[config.mk]
export PLATFORM = sky130hd
export DESIGN_NAME = ex_wb_stage
export DESIGN_NICKNAME = d
export VERILOG_FILES = /design/src/rtl/ex_wb_stage.sv
export SDC_FILE = /design/constraint.sdc
export NUM_CORES = 1
export LEC_CHECK = 0
export ABC_AREA = 1
export BUFFER_PORTS_ARGS = -buffer_cell sky130_fd_sc_hd__buf_2
export CORE_MARGIN = 2
export CORE_UTILIZATION = 30
export DETAILED_ROUTE_END_ITERATION = 12
export GPL_ROUTABILITY_DRIVEN = 0
export PLACE_DENSITY_LB_ADDON = 0.3
export SETUP_SLACK_MARGIN = 0.15
export SLEW_MARGIN = 20
export SYNTH_ARGS = -nofsm -noshare
export SYNTH_HDL_FRONTEND = slang
export SYNTH_SLANG_ARGS = --single-unit
export TNS_END_PERCENT = 50
[constraint.sdc]
create_clock -name clk -period 6 [get_ports clk]
set_input_delay 1.2 -clock clk [delete_from_list [all_inputs] [get_ports clk]]
set_output_delay 1.2 -clock clk [all_outputs]
set_load 0.01 [all_outputs]
[src/rtl/ex_wb_stage.sv]
// Execute stage and EX/WB pipeline register of the 8-bit pipelined datapath.
// Resolves operands with EX/WB->EX forwarding and runs the 2-bit-coded ALU.
// Registers result, destination and write-enable for register-file writeback.
// Also keeps zero/carry condition flags and a count of retired writes.
module ex_wb_stage #(
    parameter int DATA_W = 8,
    parameter int REG_AW = 3,
    parameter int CNT_W  = 16
) (
    input  logic              clk,
    input  logic              reset,
    input  logic              reg_write_id_ex,
    input  logic [1:0]        alu_con_id_ex,
    input  logic              alu_src_id_ex,
    input  logic [DATA_W-1:0] data1_id_ex,
    input  logic [DATA_W-1:0] data2_id_ex,
    input  logic [DATA_W-1:0] imm_id_ex,
    input  logic [REG_AW-1:0] write_reg_id_ex,
    input  logic [REG_AW-1:0] rs1_id_ex,
    input  logic [REG_AW-1:0] rs2_id_ex,
    output logic              reg_write_ex_wb,
    output logic [REG_AW-1:0] write_reg_ex_wb,
    output logic [DATA_W-1:0] result_ex_wb,
    output logic              zero_flag,
    output logic              carry_flag,
    output logic              fwd_a,
    output logic              fwd_b,
    output logic [CNT_W-1:0]  retired_cnt
);

    // ALU operation encoding as carried in alu_con_id_ex.
    typedef enum logic [1:0] {
        ALU_ADD = 2'b00,
        ALU_SUB = 2'b01,
        ALU_AND = 2'b10,
        ALU_OR  = 2'b11
    } alu_op_e;

    alu_op_e           alu_op;
    logic [DATA_W-1:0] op_a;
    logic [DATA_W-1:0] op_b;
    logic [DATA_W:0]   sum_wide;
    logic [DATA_W:0]   diff_wide;
    logic [DATA_W-1:0] alu_result;
    logic              alu_carry;
    logic              carry_update;

    assign alu_op = alu_op_e'(alu_con_id_ex);

    // Forwarding detection: only the immediately preceding, non-bubble
    // instruction can supply an operand; r0 is an ordinary register here.
    always_comb begin
        fwd_a = reg_write_ex_wb && (write_reg_ex_wb == rs1_id_ex);
        fwd_b = reg_write_ex_wb && (write_reg_ex_wb == rs2_id_ex) && !alu_src_id_ex;
    end

    // Operand selection: immediate takes priority over forwarding on B.
    always_comb begin
        op_a = fwd_a ? result_ex_wb : data1_id_ex;
        if (alu_src_id_ex) begin
            op_b = imm_id_ex;
        end else begin
            op_b = fwd_b ? result_ex_wb : data2_id_ex;
        end
    end

    // Widened add/subtract so the top bit is the carry or borrow.
    always_comb begin
        sum_wide  = {1'b0, op_a} + {1'b0, op_b};
        diff_wide = {1'b0, op_a} - {1'b0, op_b};
    end

    // ALU result and carry; AND/OR leave the carry flag untouched.
    always_comb begin
        // NOTE: every output of a combinational block gets a default first so
        // no path through the case can leave it unassigned and infer a latch.
        alu_result   = '0;
        alu_carry    = 1'b0;
        carry_update = 1'b0;
        unique case (alu_op)
            ALU_ADD: begin
                alu_result   = sum_wide[DATA_W-1:0];
                alu_carry    = sum_wide[DATA_W];
                carry_update = 1'b1;
            end
            ALU_SUB: begin
                // The wrapped-out top bit is 1 exactly when A < B unsigned.
                alu_result   = diff_wide[DATA_W-1:0];
                alu_carry    = diff_wide[DATA_W];
                carry_update = 1'b1;
            end
            ALU_AND: alu_result = op_a & op_b;
            ALU_OR:  alu_result = op_a | op_b;
            default: alu_result = '0;
        endcase
    end

    // EX/WB pipeline register: loads every cycle, bubbles included, so a
    // bubble's write-enable of 0 is what suppresses writeback and forwarding.
    always_ff @(posedge clk or negedge reset) begin
        // NOTE: sequential state uses non-blocking assignments so every
        // register samples pre-edge values regardless of statement order.
        if (!reset) begin
            reg_write_ex_wb <= 1'b0;
            write_reg_ex_wb <= '0;
            result_ex_wb    <= '0;
        end else begin
            reg_write_ex_wb <= reg_write_id_ex;
            write_reg_ex_wb <= write_reg_id_ex;
            result_ex_wb    <= alu_result;
        end
    end

    // Condition flags and retired-write counter advance only on real writes.
    always_ff @(posedge clk or negedge reset) begin
        if (!reset) begin
            zero_flag   <= 1'b0;
            carry_flag  <= 1'b0;
            retired_cnt <= '0;
        end else if (reg_write_id_ex) begin
            zero_flag   <= (alu_result == '0);
            retired_cnt <= retired_cnt + 1'b1;
            if (carry_update) begin
                carry_flag <= alu_carry;
            end
        end
    end

endmodule

==> metrics.md, run 1 <==
| Metric | Value |
|---|---|
| GRT overflow | `0` |
| Post-Route Setup TNS | `0 ns` |
| Core region area | `8721 um^2` |
| Crit-path cells | `buf_2 > inv_2 > o211ai_1 > nor2_1 > nand2_1 > inv_2 > nor2_1 > nor2_1 > o21ai_0 > nand2_1 > ha_1 > inv_1 > fa_1 > inv_1 > nand2_1 > o2111ai_1 > nor2_1 > nand3_1 > nor2_1 > nand2_1 > nand2_1` |
| Area after DPL | `between 3000 and 4000 um^2` |
| Critical Path RT | `6.22 ns` |
| Initial antenna violation count | `0` |
| Synth Area in Adders | `13.12%` |
| Final period util | `63.39%` |
| CTS Buffer Depth | `2` |
| Mapped Cells | `400` |
| Most common cell in the netlist | `nand2_1` |
| Initial DRC count | `79` |
| Crit Path Class | `primary input to flip-flop` |
| Final slew viol count | `0` |
| PwrDens | `255.5 nW/um^2` |
| Crit start category | `primary input` |
| Clk Tree Root Cell | `clkbuf_8` |
| IO Pins | `just over 70` |
| Clock latency on the worst-skew pair | `0.28 ns` |
| Design area | `approximately 3300 um^2` |
| Die H | `98.67 um` |
| Asr flop ratio synth | `between 90% and 100%` |
| Mux contribution to synthesized area | `0%` |
| Final hold vios | `0` |
| Synth top cells by count | `nand2_1 (125), inv_1 (72), dfrtp_1 (30)` |
| Top cell type's share of synthesized area | `around 28%` |
| Synth Area in XOR/XNOR | `4.560%` |
| Leak | `~1.9 nW` |
| 1st-pass router iterations | `4` |
| Antenna Violating Nets Remaining | `0` |
| Largest family of logic cells by synthesized area | `simple AND/OR/NAND/NOR gates` |
| Max-cap violation count | `0` |
| Power Internal | `0.4931 mW` |
| Final setup violation count | `0` |
| Compound-Gate Fraction of Synth Area | `8.097%` |
| Total GRT Usage | `between 15 and 20%` |
| Die Wd | `just under 100 um` |
| F_max | `0.2629 GHz` |
| Switching share of total power | `40.82%` |
| Library cells used by synthesis | `30` |
| Die area | `9736 um^2` |
| # hold bufs at CTS | `0` |
| Sequential cell fraction of total power | `around a third` |
| Clk pin slew, worst setup/hold paths | `0.07 ns` |
| Layout cells sized above 1 | `21.56%` |
| Vias in the first global route | `2700` |
| Outcome | `finished, final reports clean` |
| Hold Path Class | `flip-flop to flip-flop` |
| # clock sinks | `30` |
| Post-DR wirelength/cell | `12.90 um` |
| Post-synthesis simple-gate area fraction | `34.02%` |
| Routed wire length | `7495 um` |
| Synth Area per Inst | `6.722 um^2` |
| CP peak stage delay | `0.48 ns` |
| Clock power frac | `24.3%` |
| Area leader, netlist | `dfrtp_1` |
| Crit. End Element | `flip-flop` |
| Syn-to-layout area delta | `21.27%` |
| Family with the most delay on the worst path | `simple AND/OR/NAND/NOR gates` |
| N_diodes | `0` |
| Number of remaining DRC errors | `0` |
| Row Count | `34` |
| CTS H-Tree Depth | `2` |
| Post-DP HPWL | `~6200 um` |
| First-pass GRT wire length | `about 13000 um` |
| CP bufs+invs | `5` |
| Ranking of synthesized cells by area | `dfrtp_1 (28%), nand2_1 (17%), ha_1 (12%), inv_1 (10%), nand3_1 (5.4%)` |
| NetSw | `around 0.34 mW` |
| Slowest-stage cell, CP | `fa_1` |
| Vias/cell | `4.604` |
| Synth Register Bits | `30` |
| Synthesized net count | `466` |
| Worst VDD drop | `~190 uV` |
| Mapped cell area | `about 2700 um^2` |
| EDFF count, synth | `0` |
| Slew @ Worst Pin | `0.6852 ns` |
| Largest net degree at the start of global routing | `31` |
| Sequential share of the synthesized area | `27.92%` |
| Worst-path fanout max | `15` |
| Combinational share of power | `40.8%` |
| CTS tree | `done` |
| IO buf count | `70` |
| Number of CTS-inserted buffers | `5` |
| Data arrival, critical path | `4.03 ns` |
| DR vias | `2675` |
| RSZ-0062 raised after global routing | `no` |
| Worst Skew | `0.005329 ns` |
| Initial core utilization | `30.83%` |
| Final #Nets | `538` |
| Total number of yosys warnings | `0` |
| Setup bufs post-CTS | `0` |
| Period minus WS final | `3.803 ns` |
| Minimum hold slack | `0.5007 ns` |
| Synth Flop Type | `dfrtp_1` |
| Post-CTS Resized | `0` |
| Normalized max-slew margin | `54.32%` |
[placed cells by master (no fill, tap or decap), drive strengths merged, types with 5 or more instances in the layout]
master	Yosys	final
ha	25	25
o21ai	18	18
nand3	30	30
nand3b	5	5
o211ai	7	7
nor3	8	8
inv	82	82
clkbuf	2	5
a21oi	8	8
nand4	6	6
dfrtp	30	30
nand2	127	127
buf	3	70
xor2	12	12
nor2	24	24
[cells by family after synthesis]
| family | count (synthesis) |
|---|---|
| flops | 30 |
| fa+ha+maj | 27 |
| simple gates | 204 |
| compound gates | 38 |
| buf+inv | 87 |
| xor+xnor | 14 |
[final timing paths]
check	from	to	slack [ns]	depth (start not counted)
worst max register to register	write_reg_ex_wb[1]	zero_flag	2.79	20
max in group asynchronous	reset	retired_cnt[14]	4.60	1
worst min register to register	retired_cnt[4]	retired_cnt[4]	0.50	1
min in group asynchronous	reset	retired_cnt[4]	0.95	1
worst min-delay path	retired_cnt[4]	retired_cnt[4]	0.50	1
worst max-delay path	alu_src_id_ex	zero_flag	2.20	21
[sequential cells by signal, summed over array words and instances (netlist names)]
signal / flops
retired_cnt: 16
result_ex_wb: 8
write_reg_ex_wb: 3
carry_flag: 1
reg_write_ex_wb: 1
zero_flag: 1
[stage by stage]
step	power [mW]	utilization, %	std cells	setup WS, ns
floorplan	0.5151	-	400	2.641
global placement	0.6293	36.14	573	1.851
detailed placement	0.6344	36.14	573	1.870
CTS	0.8444	37.39	581	2.161
global route	0.9062	37.39	581	1.895
finish	0.8332	37.39	581	2.197
[worst register-to-register path, stage by stage (launching register included)]
cell and delay, ns:
dfrtp_1 0.42, inv_1 0.12, nand2_1 0.06, nand2_1 0.05
nor2_1 0.04, nand2_1 0.38, inv_1 0.20, or2_1 0.24
o21ai_0 0.14, inv_1 0.09, ha_1 0.24, inv_1 0.08
fa_1 0.41, inv_1 0.06, nand2_1 0.05, o2111ai_1 0.21
nor2_1 0.09, nand3_1 0.10, nor2_1 0.04, nand2_1 0.06
nand2_1 0.04
[area by class of cell]
class                   count  area (um^2)
clock buffers               5        68.82
clock inverters             3        40.04
fillers                   931         5460
inverters                  82        307.8
multi-input cells         283         1608
flip-flops and latches     30        750.7
well taps                 108        135.1
repair buffers             70        350.3
[power groups by stage]
stage	sequential (mW)	clock, mW	combinational (mW)
2_1_floorplan	0.306	0	0.209
3_3_place_gp	0.294	0	0.336
3_5_place_dp	0.293	0	0.341
4_1_cts	0.291	0.211	0.343
5_1_grt	0.298	0.217	0.391
6_report	0.291	0.202	0.340
[routing by layer]
metal | vias to the layer above | GRT usage (%) | part of all wire, %
met1 | 1217 | 19.76 | 43
met5 | - | 0 | 0
met4 | 0 | 3.688 | 0.93
met3 | 7 | 3.262 | 5.7
li1 | 1386 | - | -
met2 | 65 | 28.68 | 50
(Power assumes the default switching activity.)
==> inputs of run 2 (changes only) <==
clock period = 4 ns   (was 6 ns; I/O delays follow)
==> run 2 against run 1 <==
Effect of this change:
- worst hold slack improved by 0.00090 ns
- critical path depth unchanged
- first-iteration DRC count grew 39%
- clock skew rose by 0.0033 ns
- routed wire length fell by 0.81%
- cell area unchanged
- combinational power is 50% higher
- clock power increased by 50%
- sequential share of layout area unchanged
- worst setup slack got worse by 1.6 ns
- critical endpoint unchanged
- largest power group unchanged
==> metrics.md, run 2 (same netlist as run 1, synthesis figures left out) <==
| Metric | Value |
|---|---|
| Largest register by flop count | `retired_cnt` |
| Final #Nets | `538 (unchanged)` |
| Initial antenna violation count | `0 (unchanged)` |
| Number of fill cells | `911 (-2.1%)` |
| Worst Skew | `0.008622 ns (+0.003293 ns)` |
| First-pass GRT wire length | `12580 um (-0.33%)` |
| Final slew viol count | `0 (unchanged)` |
| Layout cells sized above 1 | `21.56% (unchanged)` |
| Final setup violation count | `0 (unchanged)` |
| Post-DR wirelength/cell | `12.80 um (-0.81%)` |
| CTS H-Tree Depth | `2 (unchanged)` |
| Period minus WS final | `3.380 ns` |
| Data arrival, critical path | `3.60 ns (-0.43 ns)` |
| Crit start category | `primary input` |
| Vias/cell | `4.630 (+0.56%)` |
| # hold bufs at CTS | `0 (unchanged)` |
| DR vias | `2690 (+0.56%)` |
| Antenna Violating Nets Remaining | `0 (unchanged)` |
| Largest registers | `retired_cnt: 16 flops, result_ex_wb: 8 flops, write_reg_ex_wb: 3 flops` |
| GRT overflow | `0 (unchanged)` |
| Post-DP HPWL | `6091 um (-1.0%)` |
| Outcome | `finished, final reports clean` |
| CTS Buffer Depth | `2 (unchanged)` |
| Hold Path Class | `flip-flop to flip-flop` |
| 1st-pass router iterations | `6 (+2)` |
| Cells after DPL | `573 (unchanged)` |
| Crit. End Element | `flip-flop` |
| Syn-to-layout area delta | `21.27% (unchanged)` |
| Most common cell after layout, fill and taps aside | `nand2_1` |
| Sequential cell fraction of total power | `34.8% (about the same)` |
| Worst R2R Setup Slack | `0.78 ns (-2.01 ns)` |
| Post-Layout Cell Count | `581 (unchanged)` |
| Die area | `9736 um^2 (unchanged)` |
| Final hold vios | `0 (unchanged)` |
| IO buf count | `70 (unchanged)` |
| Clock power frac | `24.3% (about the same)` |
| Combinational share of power | `40.9% (about the same)` |
| Critical Path RT | `4.22 ns (-2.00 ns)` |
| Post-Route Setup TNS | `0 ns (unchanged)` |
| Die Wd | `98.67 um (unchanged)` |
| Vias in the first global route | `2674 (-0.96%)` |
| Leak | `1.902 nW (unchanged)` |
| Largest net degree at the start of global routing | `31 (unchanged)` |
| Clk pin slew, worst setup/hold paths | `0.07 ns (about the same)` |
| Setup bufs post-CTS | `0 (unchanged)` |
| N_diodes | `0 (unchanged)` |
| Final core utilization | `37.39% (unchanged)` |
| Max FFs per register | `16 (unchanged)` |
| Total GRT Usage | `15.99% (about the same)` |
| Die H | `98.67 um (unchanged)` |
| Routed wire length | `7434 um (-0.81%)` |
| Core region area | `8721 um^2 (unchanged)` |
| IO Pins | `71 (unchanged)` |
| Number of CTS-inserted buffers | `5 (unchanged)` |
| Power Internal | `0.7394 mW (+50%)` |
| Final period util | `84.50%` |
| Normalized max-slew margin | `54.28% (about the same)` |
| Row Count | `34 (unchanged)` |
| CTS tree | `done` |
| Commonest non-fill, non-tap cells in the layout | `nand2_1 (125), inv_1 (72), buf_2 (70)` |
| # clock sinks | `30 (unchanged)` |
| NetSw | `0.5086 mW (+50%)` |
| Number of remaining DRC errors | `0 (unchanged)` |
| Worst-path fanout max | `15 (unchanged)` |
| Initial DRC count | `110 (+39%)` |
| F_max | `0.2959 GHz` |
| Max-cap violation count | `0 (unchanged)` |
| RSZ-0062 raised after global routing | `no` |
| Clk Tree Root Cell | `clkbuf_8` |
| Worst VDD drop | `319.5 uV (+70%)` |
| Switching share of total power | `40.75% (-0.063 points)` |
| PwrDens | `382.8 nW/um^2 (+50%)` |
| Initial core utilization | `30.83% (unchanged)` |
| Clock latency on the worst-skew pair | `0.28 ns (about the same)` |
| Post-CTS Resized | `0 (unchanged)` |
| Crit Path Class | `primary input to flip-flop` |
| Slew @ Worst Pin | `0.6858 ns (+0.0006461 ns)` |
## run 2: layout make-up
class                   count  area, um^2  area share, %
repair buffers             70       350.3          10.74
clock inverters             3       40.04          1.228
multi-input cells         283        1608          49.31
flip-flops and latches     30       750.7          23.02
well taps                 108       135.1          4.144
clock buffers               5       68.82          2.111
inverters                  82       307.8          9.440
## run 2: power groups by stage
stage               Combinational, mW  Sequential, mW  Clock, mW
finish                          0.511           0.434      0.304
global route                    0.590           0.446      0.326
CTS                             0.515           0.434      0.313
detailed placement              0.510           0.438          0
global placement                0.503           0.440          0
floorplan                       0.313           0.459          0
## run 2: final timing paths
| path | from | end | depth (start not counted) |
|---|---|---|---|
| max | alu_src_id_ex | zero_flag | 21 |
| min in group asynchronous | reset | retired_cnt[6] | 1 |
| min reg2reg | retired_cnt[4] | retired_cnt[4] | 1 |
| max reg2reg | write_reg_ex_wb[1] | zero_flag | 20 |
| max in group asynchronous | reset | retired_cnt[0] | 1 |
| min | retired_cnt[4] | retired_cnt[4] | 1 |
## run 2: per-layer routing
layer | wire [um] | GRT usage (%) | share of wire, % | up-vias
met5 | 0 | 0 | 0 | -
met3 | 388 | 3.191 | 5.2 | 8
met2 | 3734 | 28.83 | 50 | 75
met4 | 76 | 3.477 | 1.0 | 0
li1 | - | - | - | 1383
met1 | 3235 | 19.74 | 44 | 1224
## run 2: critical path, stage by stage
cell       delay (ns)
buf_2            0.18
inv_2            0.18
o211ai_1         0.11
nor2_1           0.09
nand2_1          0.15
inv_2            0.26
nor2_1           0.07
nor2_1           0.08
o21ai_0          0.08
nand2_1          0.12
ha_1             0.21
inv_1            0.07
fa_1             0.48
inv_1            0.04
nand2_1          0.05
o2111ai_1        0.20
nor2_1           0.15
nand3_1          0.09
nor2_1           0.10
nand2_1          0.06
nand2_1          0.05
## run 2: stage by stage
stage                     power (mW)  cell area, um^2  worst slack (ns)  hold WS (ns)
after floorplan               0.7726             2689             1.041        0.5044
after global placement        0.9439             3152            0.2514        0.4870
after detailed placement      0.9484             3152            0.2854        0.4900
after CTS                      1.262             3261            0.5825        0.5051
after global routing           1.362             3261            0.2584        0.5201
final                          1.248             3261            0.6199        0.5016
==> inputs of run 3 (changes only) <==
clock period = 3.4 ns   (was 4 ns; I/O delays follow)
==> run 3 against run 2 <==
Effect of this change:
- worst hold slack lost 0.079 ns
- clock power down 2%
- utilization up 0.55 points
- critical path type unchanged
- critical endpoint unchanged
- largest cell class unchanged
==> metrics.md, run 3 (same netlist as run 1, synthesis figures left out) <==
| Metric | Value |
|---|---|
| # clock sinks | `30 (unchanged)` |
| Vias in the first global route | `2726 (+1.9%)` |
| Clk pin slew, worst setup/hold paths | `0.07 ns (about the same)` |
| Die area | `9736 um^2 (unchanged)` |
| # hold bufs at CTS | `0 (unchanged)` |
| 1st-pass router iterations | `4 (-2)` |
| Outcome | `finished, final reports clean` |
| Setup bufs post-CTS | `0 (unchanged)` |
| Worst VDD drop | `438.8 uV (+37%)` |
| Power consumption | `1.421 mW (+14%)` |
| Max-cap violation count | `0 (unchanged)` |
| Leak | `1.928 nW (+1.4%)` |
| Clk Tree Root Cell | `clkbuf_8` |
| Crit start category | `primary input` |
| IO Pins | `71 (unchanged)` |
| Cell repeated most along the worst path | `nand2_1` |
| Most common cell after layout, fill and taps aside | `nand2_1` |
| Row Count | `34 (unchanged)` |
| Final slew viol count | `0 (unchanged)` |
| Period minus WS final | `2.923 ns` |
| Final period util | `a little under nine tenths` |
| IO buf count | `70 (unchanged)` |
| Die Wd | `98.67 um (unchanged)` |
| GRT overflow | `0 (unchanged)` |
| CTS H-Tree Depth | `2 (unchanged)` |
| First-pass GRT wire length | `12990 um (+3.2%)` |
| Routed wire length | `7678 um (+3.3%)` |
| Core region area | `8721 um^2 (unchanged)` |
| Largest register by flop count | `retired_cnt` |
| DR vias | `2732 (+1.6%)` |
| Reg-to-reg endpoint | `zero_flag` |
| Layout cells sized above 1 | `22.50% (+0.94 points)` |
| Hold Path Class | `primary input to async pin` |
| Design area | `3308 um^2 (+1.5%)` |
| Initial core utilization | `30.83% (unchanged)` |
| Worst Reg-to-Reg Cells | `18 (-10%)` |
| CTS tree | `done` |
| Normalized max-slew margin | `55.48% (+1.2 points)` |
| Crit Path Class | `primary input to flip-flop` |
| RSZ-0062 raised after global routing | `no` |
| Post-Layout Cell Count | `588 (+1.2%)` |
| Crit. End Element | `flip-flop` |
| Area after DPL | `3217 um^2 (+2.1%)` |
| Worst R2R Setup Slack | `0.50 ns (-0.28 ns)` |
| Vias/cell | `4.646 (+0.35%)` |
| Antenna Violating Nets Remaining | `0 (unchanged)` |
| Final hold vios | `0 (unchanged)` |
| Crit-path cells | `buf_2 > xor2_1 > nor2_1 > nand2_1 > buf_4 > o21ai_0 > inv_1 > ha_1 > inv_1 > fa_1 > inv_1 > nand2_1 > o2111ai_1 > nor2_1 > nand3_1 > nor2_1 > nand2_1 > nand2_1` |
| Number of remaining DRC errors | `0 (unchanged)` |
| Total GRT Usage | `16.57% (+0.59 points)` |
| CTS Buffer Depth | `2 (unchanged)` |
| Post-Route Setup TNS | `0 ns (unchanged)` |
| Cells after DPL | `580 (+1.2%)` |
| Commonest non-fill, non-tap cells in the layout | `nand2_1 (125), inv_1 (72), buf_2 (70)` |
| Max FFs per register | `16 (unchanged)` |
| R2r startpoint | `write_reg_ex_wb[1]` |
| F_max | `about 0.34 GHz` |
| Slowest-stage cell, CP | `fa_1` |
| Worst Skew | `0.006883 ns (-0.001739 ns)` |
| Slew @ Worst Pin | `0.6678 ns (-0.01804 ns)` |
| CP peak stage delay | `0.41 ns (-0.07 ns)` |
| PwrDens | `429.5 nW/um^2 (+12%)` |
| Final #Nets | `545 (+1.3%)` |
| Final setup violation count | `0 (unchanged)` |
| Number of CTS-inserted buffers | `5 (unchanged)` |
| Initial DRC count | `90 (-18%)` |
| Largest net degree at the start of global routing | `31 (unchanged)` |
| Post-CTS Resized | `0 (unchanged)` |
| Post-DR wirelength/cell | `13.06 um (+2.1%)` |
| Initial antenna violation count | `0 (unchanged)` |
| Worst-path fanout max | `6 (-9)` |
| Post-DP HPWL | `6322 um (+3.8%)` |
| Data arrival, critical path | `3.10 ns (-0.50 ns)` |
| Critical Path RT | `3.58 ns (-0.64 ns)` |
| Syn-to-layout area delta | `23.03%` |
| Largest registers | `retired_cnt: 16 flops, result_ex_wb: 8 flops, write_reg_ex_wb: 3 flops` |
| Clock latency on the worst-skew pair | `0.28 ns (about the same)` |
| Die H | `98.67 um (unchanged)` |
| N_diodes | `0 (unchanged)` |
## run 3: stage by stage
stage               util, %  hold WS, ns  worst slack, ns
finish                37.93       0.4229           0.4771
global placement      36.89       0.4900           0.2026
floorplan                 -       0.3844           0.5605
global route          37.93       0.4832           0.2135
detailed placement    36.89       0.4963           0.1393
CTS                   37.93       0.4496           0.4389
## run 3: layout make-up
cell class	count	area, um^2
fillers	917	5413
multi-input cells	283	1608
flip-flops and latches	30	750.7
repair buffers	77	415.4
inverters	82	307.8
well taps	108	135.1
clock buffers	7	86.33
clock inverters	1	5.005
## run 3: how the worst max path moves through the flow
stage	startpoint	to	slack (ns)	cells after the start
floorplan	rs1_id_ex[0]	carry_flag	0.56	18
global placement	rs1_id_ex[2]	zero_flag	0.20	18
detailed placement	rs1_id_ex[2]	zero_flag	0.14	18
CTS	rs1_id_ex[2]	zero_flag	0.44	18
global route	write_reg_ex_wb[1]	zero_flag	0.21	18
finish	rs1_id_ex[2]	zero_flag	0.48	18
## run 3: layer usage
layer / track usage [%] / part of all wire (%)
met5: 0 / 0
met4: 5.479 / 2.1
met3: 3.262 / 6.5
met2: 28.36 / 48
met1: 21.00 / 43
## run 3: worst max-delay path, delay by kind of cell
kind / cells / cell delay (ns)
AOI/OAI and AO/OA: 2 / 0.52
xor gates and xnor gates: 1 / 0.15
adders and majority gates: 2 / 0.65
buffers and inverters: 5 / 0.51
and+or+nand+nor: 8 / 0.60
## run 3: where the power goes
part | switching (mW) | total, mW | internal (mW)
clock network | 0.134 | 0.297 | 0.163
logic | 0.384 | 0.611 | 0.227
registers | 0.0788 | 0.512 | 0.433
